[config.mk]
export PLATFORM = sky130hd
export DESIGN_NAME = seq_mult_param_flat
export DESIGN_NICKNAME = d
export VERILOG_FILES = /design/src/rtl/seq_mult_param_if.sv /design/src/rtl/seq_mult_param.sv /design/src/flat_wrapper.sv
export SDC_FILE = /design/constraint.sdc
export NUM_CORES = 1
export LEC_CHECK = 0
export CAP_MARGIN = 15
export CELL_PAD_IN_SITES_DETAIL_PLACEMENT = 0
export CELL_PAD_IN_SITES_GLOBAL_PLACEMENT = 1
export CORE_MARGIN = 1.5
export CORE_UTILIZATION = 49
export CTS_CLUSTER_SIZE = 8
export DETAILED_ROUTE_END_ITERATION = 8
export DONT_BUFFER_PORTS = 1
export GPL_TIMING_DRIVEN = 0
export PLACE_DENSITY = 0.83
export REMOVE_ABC_BUFFERS = 1
export SKIP_CTS_REPAIR_TIMING = 1
export SLEW_MARGIN = 20
export SYNTH_ARGS = -nofsm -noshare
export SYNTH_HDL_FRONTEND = slang
export SYNTH_SLANG_ARGS = --single-unit
export TNS_END_PERCENT = 20
[constraint.sdc]
create_clock -name clk -period 2.4 [get_ports clk]
set_input_delay 0.12 -clock clk [delete_from_list [all_inputs] [get_ports clk]]
set_output_delay 0.12 -clock clk [all_outputs]
set_load 0.05 [all_outputs]
[src/rtl/seq_mult_param_if.sv]
// seq_mult_param_if: start/ready request channel plus done/product result channel
// for the sequential multiplier. The master drives operands; the slave returns results.
`timescale 1ns/1ps
interface seq_mult_param_if #(
  parameter int N = 8
);
  logic           start;
  logic           signed_mode;
  logic [N-1:0]   a;
  logic [N-1:0]   b;
  logic           ready;
  logic           done;
  logic [2*N-1:0] product;

  modport master (
    output start, signed_mode, a, b,
    input  ready, done, product
  );

  modport slave (
    input  start, signed_mode, a, b,
    output ready, done, product
  );
endinterface

[src/rtl/seq_mult_param.sv]
// seq_mult_param: N-bit shift-add multiplier (unsigned or signed per operation).
// Operand magnitudes are multiplied unsigned and the sign is restored in FIX.
// Optional macro EARLY_TERM_EN: skip trailing all-zero multiplier bits with a
// single multi-bit shift, giving data-dependent latency with identical results.
`timescale 1ns/1ps
module seq_mult_param #(
  parameter int N = 8
) (
  input  logic             clk,
  input  logic             reset_n,
  seq_mult_param_if.slave  bus
);
  localparam int CNT_W = $clog2(N + 1);

  typedef enum logic [1:0] {S_IDLE, S_ADD, S_SHIFT, S_FIX} state_t;

  state_t           state_q;
  logic [N-1:0]     a_q;
  logic [N-1:0]     q_q;
  logic [N-1:0]     m_q;
  logic             c_q;
  logic [CNT_W-1:0] p_q;
  logic             sign_q;
  logic             done_q;
  logic [2*N-1:0]   product_q;

  logic [N-1:0]     a_abs_d;
  logic [N-1:0]     b_abs_d;
  logic [N:0]       sum_d;
  logic [2*N:0]     shr_d;
  logic [2*N-1:0]   aq_d;
  logic [2*N-1:0]   fix_d;

  // Operand magnitudes, partial-sum adder, single-step shift and sign fix-up
  always_comb begin
    a_abs_d = (bus.signed_mode & bus.a[N-1]) ? ('0 - bus.a) : bus.a;
    b_abs_d = (bus.signed_mode & bus.b[N-1]) ? ('0 - bus.b) : bus.b;
    sum_d   = {1'b0, a_q} + {1'b0, m_q};
    shr_d   = {1'b0, c_q, a_q, q_q[N-1:1]};
    aq_d    = {a_q, q_q};
    fix_d   = sign_q ? ('0 - aq_d) : aq_d;
  end

`ifdef EARLY_TERM_EN
  logic [N-1:0] rem_mask_d;
  logic         et_hit_d;
  logic [2*N:0] far_d;

  // Unprocessed multiplier bits are Q[P:1]; if all zero, the remaining P+1
  // one-bit shifts collapse into a single shift with no further adds.
  always_comb begin
    rem_mask_d = (N'(1) << p_q) - N'(1);
    et_hit_d   = (p_q != '0) && ((q_q[N-1:1] & rem_mask_d[N-2:0]) == '0);
    far_d      = {c_q, a_q, q_q} >> (p_q + CNT_W'(1));
  end
`endif

  // Controller and datapath registers
  always_ff @(posedge clk or negedge reset_n) begin
    if (!reset_n) begin
      state_q   <= S_IDLE;
      a_q       <= '0;
      q_q       <= '0;
      m_q       <= '0;
      c_q       <= 1'b0;
      p_q       <= '0;
      sign_q    <= 1'b0;
      done_q    <= 1'b0;
      product_q <= '0;
    end else begin
      done_q <= 1'b0;
      case (state_q)
        S_IDLE: begin
          if (bus.start) begin
            m_q     <= a_abs_d;
            q_q     <= b_abs_d;
            a_q     <= '0;
            c_q     <= 1'b0;
            p_q     <= CNT_W'(N);
            sign_q  <= bus.signed_mode & (bus.a[N-1] ^ bus.b[N-1]);
            state_q <= S_ADD;
          end
        end
        S_ADD: begin
          if (q_q[0]) {c_q, a_q} <= sum_d;
          p_q     <= p_q - CNT_W'(1);
          state_q <= S_SHIFT;
        end
        S_SHIFT: begin
`ifdef EARLY_TERM_EN
          if (et_hit_d) begin
            {c_q, a_q, q_q} <= far_d;
            state_q         <= S_FIX;
          end else begin
            {c_q, a_q, q_q} <= shr_d;
            state_q         <= (p_q == '0) ? S_FIX : S_ADD;
          end
`else
          {c_q, a_q, q_q} <= shr_d;
          state_q         <= (p_q == '0) ? S_FIX : S_ADD;
`endif
        end
        S_FIX: begin
          product_q <= fix_d;
          done_q    <= 1'b1;
          state_q   <= S_IDLE;
        end
        default: state_q <= S_IDLE;
      endcase
    end
  end

  assign bus.ready   = (state_q == S_IDLE);
  assign bus.done    = done_q;
  assign bus.product = product_q;
endmodule

[src/flat_wrapper.sv]
// flat-port wrapper written by rule: the top's interface ports become plain ports
module seq_mult_param_flat 
#(
  parameter int N = 8
)
  (clk, reset_n, bus_start, bus_signed_mode, bus_a, bus_b, bus_ready, bus_done, bus_product);
  seq_mult_param_if #(.N(N)) bus_i ();
  input  logic clk;
  input  logic reset_n;
  input wire logic [$bits(bus_i.start)-1:0] bus_start;
  input wire logic [$bits(bus_i.signed_mode)-1:0] bus_signed_mode;
  input wire logic [$bits(bus_i.a)-1:0] bus_a;
  input wire logic [$bits(bus_i.b)-1:0] bus_b;
  output wire logic [$bits(bus_i.ready)-1:0] bus_ready;
  output wire logic [$bits(bus_i.done)-1:0] bus_done;
  output wire logic [$bits(bus_i.product)-1:0] bus_product;
  assign bus_i.start = bus_start;
  assign bus_i.signed_mode = bus_signed_mode;
  assign bus_i.a = bus_a;
  assign bus_i.b = bus_b;
  assign bus_ready = bus_i.ready;
  assign bus_done = bus_i.done;
  assign bus_product = bus_i.product;
  seq_mult_param #(.N(N)) u_core (.clk(clk), .reset_n(reset_n), .bus(bus_i));
endmodule
## Yosys cells after proc, flatten, opt, wreduce, memory -nomap -nowiden

Cells that the tools add are included.

| word-level totals | value |
|---|---|
| register bits | 49 |
| input bits | 20 |
| logic and storage cells | 49 |

| operators by class | value |
|---|---|
| add/subtract/negate cells | 5 |
| eq/ne operators | 5 |
| muxes and demuxes | 17 |
| bitwise logic cells | 4 |
| reduce and logical (&&, ||, !) cells | 9 |

Operators by type and width:

| operator | count |
|---|---|
| 2-to-1 mux 8 bit | 5 |
| case mux 8 bit (3 select lines) | 1 |
| 2-to-1 mux 16 bit | 1 |
| case mux 8 bit (2 select lines) | 1 |
| subtractor 1 x 16 -> 16 bit, first input constant | 1 |
| subtractor 1 x 8 -> 8 bit, first input constant | 2 |
| adder 8 x 8 -> 9 bit | 1 |
| case mux 2 bit (4 select lines) | 1 |
| case mux 4 bit (2 select lines) | 1 |
| AND reduction 2 bit | 3 |
| equality test 2 bit, second input constant | 2 |
| zero test 4 bit | 1 |
| 2-to-1 mux 2 bit | 2 |
| 2-to-1 mux 4 bit | 1 |
| nonzero test 2 bit | 2 |
| subtractor 4 x 1 -> 4 bit, second input constant | 1 |
| AND 1 bit | 3 |
| 2-to-1 mux 1 bit | 3 |
| case mux 1 bit (3 select lines) | 1 |
| AND reduction 3 bit | 1 |
| nonzero test 3 bit | 1 |
| equality test 2 x 1 -> 1 bit, second input constant | 1 |
| zero test 2 bit | 1 |
| != test 2 x 1 -> 1 bit, second input constant | 1 |
| other kinds (2) | 2 |

## Depth between registers and ports, before layout

Gate-level depths: netlist (run 1).

| depth | value |
|---|---|
| word-level depth | 4 |
| mapped depth | 8 |

## Least setup slack after synthesis (run 1)

No wires, ideal clock.

| path | value |
|---|---|
| kind | reg2reg |
| start point | register u_core.state_q[0] |
| end point | register u_core.q_q[1] |
| setup time | 0.138 ns |
| data arrival time | 1.845 ns |
| required time | 2.262 ns |
| path slack | 0.417 ns |
| stages on the path, launching flop included | 8 |
| buffers on the path | 1 |
| clock period less this slack | 1.983 ns |
| cells stage by stage | dfrtp_1 > inv_1 > ha_1 > nand2_1 > a21boi_1 > buf_2 > nand2_1 > o21ai_0 |

| on the way | value |
|---|---|
| word-level cells in the longest chain between the ends | 3 |
| elaborated cells between the ends (all ways) | 6 |
| those cells by class | 2 x eq/ne; 1 x mux; 3 x reduce/logical |

RTL lines:

| what | line | text |
|---|---|---|
| start: declaration | seq_mult_param.sv:17 | `state_t state_q;` |
| start signal: assignment | seq_mult_param.sv:100 | `state_q <= (p_q == '0) ? S_FIX : S_ADD;` |
| zero test 2 bit * | n/a |  |
| via bus_ready | flat_wrapper.sv:14 | `output wire logic [$bits(bus_i.ready)-1:0] bus_ready;` |
| != test 2 bit (no line) / nonzero test 2 bit (equally long branches) | n/a |  |
| AND reduction 2 bit (no line) | n/a |  |
| end signal: assignment | seq_mult_param.sv:76 | `q_q <= b_abs_d;` |
| end signal: assignment | seq_mult_param.sv:99 | `{c_q, a_q, q_q} <= shr_d;` |
| end: declaration | seq_mult_param.sv:19 | `logic [N-1:0] q_q;` |

The timed path passes the listed nets; every way through them passes the cells marked *.
A chain may end at the register's enable or synchronous reset.

## Worst setup path in the final report (run 1)

| path | value |
|---|---|
| start point | register u_core.state_q[0] |
| end point | register u_core.a_q[4] |

| on the way | value |
|---|---|
| word-level cells in the longest chain between the ends | 3 |
| elaborated cells between the ends (all ways) | 8 |
| those cells by class | 4 x eq/ne; 1 x mux; 3 x reduce/logical |

RTL lines:

| what | line | text |
|---|---|---|
| zero test 2 bit * | n/a |  |
| via bus_ready | flat_wrapper.sv:14 |  |
| != test 2 bit (no line) / nonzero test 3 bit (equally long branches) | n/a |  |
| AND reduction 3 bit (no line) | n/a |  |
| end signal: assignment | seq_mult_param.sv:85 | `if (q_q[0]) {c_q, a_q} <= sum_d;` |
| end signal: assignment | seq_mult_param.sv:99 |  |
| end: declaration | seq_mult_param.sv:18 | `logic [N-1:0] a_q;` |

Marks and branches as above.

==> summary.txt, run 1 <==
WL/cell: 15.1 µm
RSZ-0062 raised after global routing: no
R2r setup slk: 0.26 ns
Outcome: finished, violations left
DR vias/cell: 5.58
Slew Limit Fails: 0
Clock group share of total power: 14.3%
Max clock buf depth: 2
Hold_ws: -0.0157 ns
Peak VDD IR: 0.820 mV
Fillers: 569
R2r endpoint: u_core.a_q[4]
Unique cell type count in the Yosys netlist: 53
Vias in the first global route: 2143
Clock tree root driver cell: clkbuf_8
Critical path peak fanout: 12
Hold path endpoint: u_core.m_q[0]
Post-synthesis cell count: 333
CTS H-tree depth: 2
Total internal power: 0.00250 W
Final hold violation count: 3
Final ANT Viol Nets: 0
Starting Density: 50.9%
DP Cell Count: 395
Clk Latency, worst-skew pair: 0.31 ns
Switching Fraction: 49.8%
Largest net degree at the start of global routing: 50
CP endpoint kind: flop
CTS tree: built
Power per cell area: 1510 nW/µm²
Synth cell count leaders: dfrtp_1 (49), nand2_1 (40), o21ai_0 (32)
Worst Clk Skew: 0.00807 ns
Hold Crit Class: input port to flop
Port Buffer Count: 0
Slew @ Worst Pin: 1.02 ns
Die Wd: 81.7 µm
Worst Path Required: 2.58 ns
Worst Min Path Start: bus_a[0]
Total negative slack: 0 ns
# nets final: 368
Sink Count: 49
Synth top area cells: dfrtp_1 (40%), ha_1 (6.6%), o21ai_0 (5.3%), nand2_1 (5.0%), xor2_1 (4.9%)
WL met1: 3.06 mm
Yosys reg bits: 49
Met2 WL: 2.70 mm
IO Pins: 38
Syn avg cell area: 9.11 µm²
CTS buffer count: 5
MaxCap Viol Count: 0
Fraction of layout cells with a size suffix above 1: 8.73%
Yosys Warn Count: 0
Initial antenna violation count: 0
Wirelength, routed: 6.13 mm
Max Clk Rate: 467 MHz
Initial DRC count: 127
Endpoints failing setup: 0
Max layer used: met4
Sw power: 0.00248 W
R2R depth: 6
First-pass GRT wire length: 10.0 mm
Max_slew headroom: 31.7%
Crit path DAT: 2.32 ns
Worst r2r src: u_core.state_q[0]
DIE HEIGHT: 81.7 µm
Count leader, synth: dfrtp_1
DR vias: 2273
Core Util, Final: 55.3%
Pleak: 1.45 nW
Total power: 0.00498 W
Iteration count of the initial detailed-routing pass: 4
Share of flip-flops with an asynchronous set or reset: 100%
Post-Syn Area: 3030 µm²
Syn-to-layout area delta: 8.62%
ANT cells: 0
Post-route DRC: 0
Gpl congestion: 0.822
Core area: 5960 µm²
Number of synthesized flops with an enable pin: 0
Area leader, netlist: dfrtp_1
Final std cells w/o fill: 407
Sequential area share after synthesis: 40.4%
Hold Path Depth: 2
Final global-route overflow total: 0
Num rows: 28
CTS clock-pin slew for the worst setup and hold paths: 0.09 ns
Crit path kind: flop to flop
Startpoint Class: flop
Dpl hpwl: 4.40 mm
Comb power frac: 42.7%
Minimum clock period: 2.14 ns
Failing checks: negative hold slack
Gr usage total: 19.6%
Met3 routed WL: 293 µm
Ys flop type: dfrtp_1
Synth top area share: 40.4%
Die area: 6670 µm²
Sequential power share: 43.1%
Period utilization: 89.2%
==> placed cells by master (no fill, tap or decap), types with 2 or more instances in the layout <==
master,instances
a211o_1,2
a21o_1,2
a21oi_1,26
a22oi_1,6
a31oi_1,2
bufinv_16,2
clkbuf_8,5
dfrtp_1,49
dlygate4sd3_1,3
ha_1,15
inv_1,19
mux2_2,6
mux2i_1,5
nand2_1,39
nand2b_1,4
nand3_1,9
nand4_1,3
nor2_1,27
nor3_1,3
o211ai_1,2
o21ai_0,32
o21ai_1,6
o31ai_2,3
or3_1,3
xnor2_1,12
xor2_1,17
==> logic make-up (layout without fill, tap and decap cells) <==
kind of cell,count (synthesis),after routing,share of synthesized area [%]
mux,11,11,3.88
buf+inv,32,31,4.37
compound gates,97,97,20.2
flops,49,49,40.4
simple gates,98,98,15.5
fa+ha+maj,17,17,7.26
xor+xnor,29,29,8.37
==> layout make-up <==
class                   instances  area (µm²)  share of cell area [%]
clock buffers                   5        68.8                    2.09
clock inverters                 3        68.8                    2.09
inverters                      19        71.3                    2.16
multi-input cells             252        1710                    51.8
flip-flops and latches         49        1230                    37.2
well taps                      75        93.8                    2.85
repair buffers                  4        57.6                    1.75
==> power by group through the flow <==
| stage | clock network [W] | registers (W) | logic [W] |
|---|---|---|---|
| 3_3_place_gp | 0 | 0.00215 | 0.00196 |
| 2_1_floorplan | 0 | 0.00202 | 0.00166 |
| 6_report | 0.000712 | 0.00215 | 0.00213 |
| 3_5_place_dp | 0 | 0.00216 | 0.00202 |
| 5_1_grt | 0.000755 | 0.00222 | 0.00240 |
| 4_1_cts | 0.000727 | 0.00214 | 0.00204 |
==> worst max path at each step <==
| stage | slack (ns) | startpoint | endpoint |
|---|---|---|---|
| 2_1_floorplan | -0.05 | u_core.state_q[0] | u_core.q_q[4] |
| 3_3_place_gp | -0.57 | u_core.state_q[0] | u_core.q_q[4] |
| 3_5_place_dp | -0.54 | u_core.state_q[0] | u_core.q_q[4] |
| 4_1_cts | -0.57 | u_core.state_q[0] | u_core.q_q[4] |
| 5_1_grt | 0.12 | u_core.state_q[0] | u_core.q_q[3] |
| 6_report | 0.26 | u_core.state_q[0] | u_core.a_q[4] |
==> sequential cells by signal, summed over array words and instances, names as in the netlist <==
register and count:
u_core.state_q 2, u_core.m_q 8, u_core.a_q 8, u_core.q_q 8, u_core.bus.done 1, u_core.p_q 4, u_core.bus.product 16, u_core.c_q 1
u_core.sign_q 1
==> worst max-delay path: stages, from the launching register on <==
cell and delay (ns):
dfrtp_1 0.44, inv_1 0.10, ha_2 0.46, nand2b_1 0.40
and4_1 0.38, a22oi_1 0.13, o21ai_0 0.11
==> stage by stage <==
stage	worst slack, ns	cell area [µm²]
6_report	0.260	3290
5_1_grt	0.123	3290
4_1_cts	-0.572	3210
3_5_place_dp	-0.541	3070
3_3_place_gp	-0.568	3070
2_1_floorplan	-0.0483	2970
==> routing by layer <==
layer	up-vias	GRT usage (%)
met5	-	0
met4	0	6.10
met3	5	5.00
met2	47	30.3
met1	1056	26.9
li1	1165	-
(Power assumes the default switching activity.)
==> run 2, diff against run 1 <==
--- a/config.mk
+++ b/config.mk
@@ -14,6 +14,7 @@
 export DETAILED_ROUTE_END_ITERATION = 8
 export DONT_BUFFER_PORTS = 1
 export GPL_TIMING_DRIVEN = 0
+export MAX_ROUTING_LAYER = met4
 export PLACE_DENSITY = 0.83
 export REMOVE_ABC_BUFFERS = 1
 export SKIP_CTS_REPAIR_TIMING = 1
==> run 2 against run 1 <==
Compared with the run above:
- the run still ends with negative hold slack left
- clock power barely moved
- sequential cell count did not move
- first-iteration DRC count fell by 3.1%
- fmax did not move
- non-clock buffer count did not move
- combinational power barely moved
- via count did not move
- utilization did not move
- final area did not move
- setup slack did not move
==> summary.txt, run 2 (synthesized netlist as in run 1, its figures left out) <==
Max stage delay on crit path: 0.46 ns
Outcome: finished, violations left
Critical-path cell with the highest stage delay: ha_2
Kind of cell adding the most delay to the critical path: simple AND/OR/NAND/NOR gates
Period utilization: 89.2%
RSZ-0062 raised after global routing: no
CTS H-tree depth: 2
Worst Path Required: 2.58 ns
Initial antenna violation count: 0
Commonest non-fill, non-tap cell in the layout: dfrtp_1
IO Pins: 38
Syn-to-layout area delta: 8.62%
Slew Limit Fails: 0
Gpl congestion: 0.835
Dpl hpwl: 4.40 mm
Most frequent cells in the layout: dfrtp_1 (49), nand2_1 (39), o21ai_0 (32)
Clock tree root driver cell: clkbuf_8
Final ANT Viol Nets: 0
First-pass GRT wire length: 9.99 mm
Wirelength, routed: 6.13 mm
CTS buffer count: 5
Crit path kind: flop to flop
Max Clk Rate: 467 MHz
Die Wd: 81.7 µm
Die area: 6670 µm²
Max clock buf depth: 2
Startpoint Class: flop
Pleak: 1.45 nW
CTS tree: built
WL/cell: 15.1 µm
Vias in the first global route: 2147
Critical-path cell list: inv_1, ha_2, nand2b_1, and4_1, a22oi_1, o21ai_0
Final Cell Area: 3290 µm²
Core area: 5960 µm²
Failing checks: negative hold slack
ANT cells: 0
Final hold violation count: 3
Num rows: 28
Initial DRC count: 123
Port Buffer Count: 0
Hold Crit Class: input port to flop
Iteration count of the initial detailed-routing pass: 4
# nets final: 368
Max FFs per register: 16
Power per cell area: 1510 nW/µm²
Clk Latency, worst-skew pair: 0.31 ns
Post-route DRC: 0
MaxCap Viol Count: 0
Sink Count: 49
Peak VDD IR: 0.820 mV
CP endpoint kind: flop
DR vias: 2273
Max_slew headroom: 31.7%
Gr usage total: 20.2%
Minimum clock period: 2.14 ns
Placed instance area: 3070 µm²
Largest net degree at the start of global routing: 50
CTS clock-pin slew for the worst setup and hold paths: 0.09 ns
Worst Path Buf+Inv: 1
Endpoints failing setup: 0
Crit path DAT: 2.32 ns
Slew @ Worst Pin: 1.02 ns
DIE HEIGHT: 81.7 µm
Core Util, Final: 55.3%
Hold_ws: -0.0156 ns
Final global-route overflow total: 0
Worst Clk Skew: 0.00809 ns
Total negative slack: 0 ns
Starting Density: 50.9%
Critical path peak fanout: 12
Fraction of layout cells with a size suffix above 1: 8.73%
DR vias/cell: 5.58
-- run 2: final timing paths --
check,startpoint,endpoint,slack (ns),depth (start not counted)
setup / recovery,u_core.state_q[0],u_core.a_q[4],0.26,6
hold / removal,bus_a[0],u_core.m_q[0],-0.02,2
setup reg to reg,u_core.state_q[0],u_core.a_q[4],0.26,6
hold reg to reg,u_core.m_q[3],u_core.m_q[3],0.50,2
max in group asynchronous,reset_n,u_core.m_q[6],1.86,2
min in group asynchronous,reset_n,u_core.bus.product[13],0.33,2
-- run 2: area by class of cell --
cell class | count | area, µm²
Multi-Input combinational cell | 252 | 1710
Tap cell | 75 | 93.8
Clock inverter | 3 | 68.8
Sequential cell | 49 | 1230
Timing Repair Buffer | 4 | 57.6
Fill cell | 569 | 2660
Inverter | 19 | 71.3
Clock buffer | 5 | 68.8
-- run 2: stage by stage --
| step | worst slack [ns] | power [W] | instances | hold WS (ns) |
|---|---|---|---|---|
| floorplan | -0.0483 | 0.00368 | 320 | -0.176 |
| global placement | -0.568 | 0.00411 | 395 | -0.174 |
| detailed placement | -0.541 | 0.00418 | 395 | -0.174 |
| CTS | -0.572 | 0.00490 | 403 | -0.519 |
| global route | 0.123 | 0.00538 | 407 | 0.00565 |
| finish | 0.260 | 0.00498 | 407 | -0.0156 |
-- run 2: power breakdown --
group / leakage [nW] / internal [W] / switching (W)
clock network: 0.0687 / 0.000420 / 0.000292
logic: 0.765 / 0.000886 / 0.00124
registers: 0.613 / 0.00120 / 0.000950
total: 1.45 / 0.00250 / 0.00248
-- run 2: per-layer routing --
metal  GRT usage [%]  part of all wire (%)
met1            26.8                    50
met3            5.00                   4.8
met2            30.4                    44
met4            6.10                   1.2
met5               -                     0
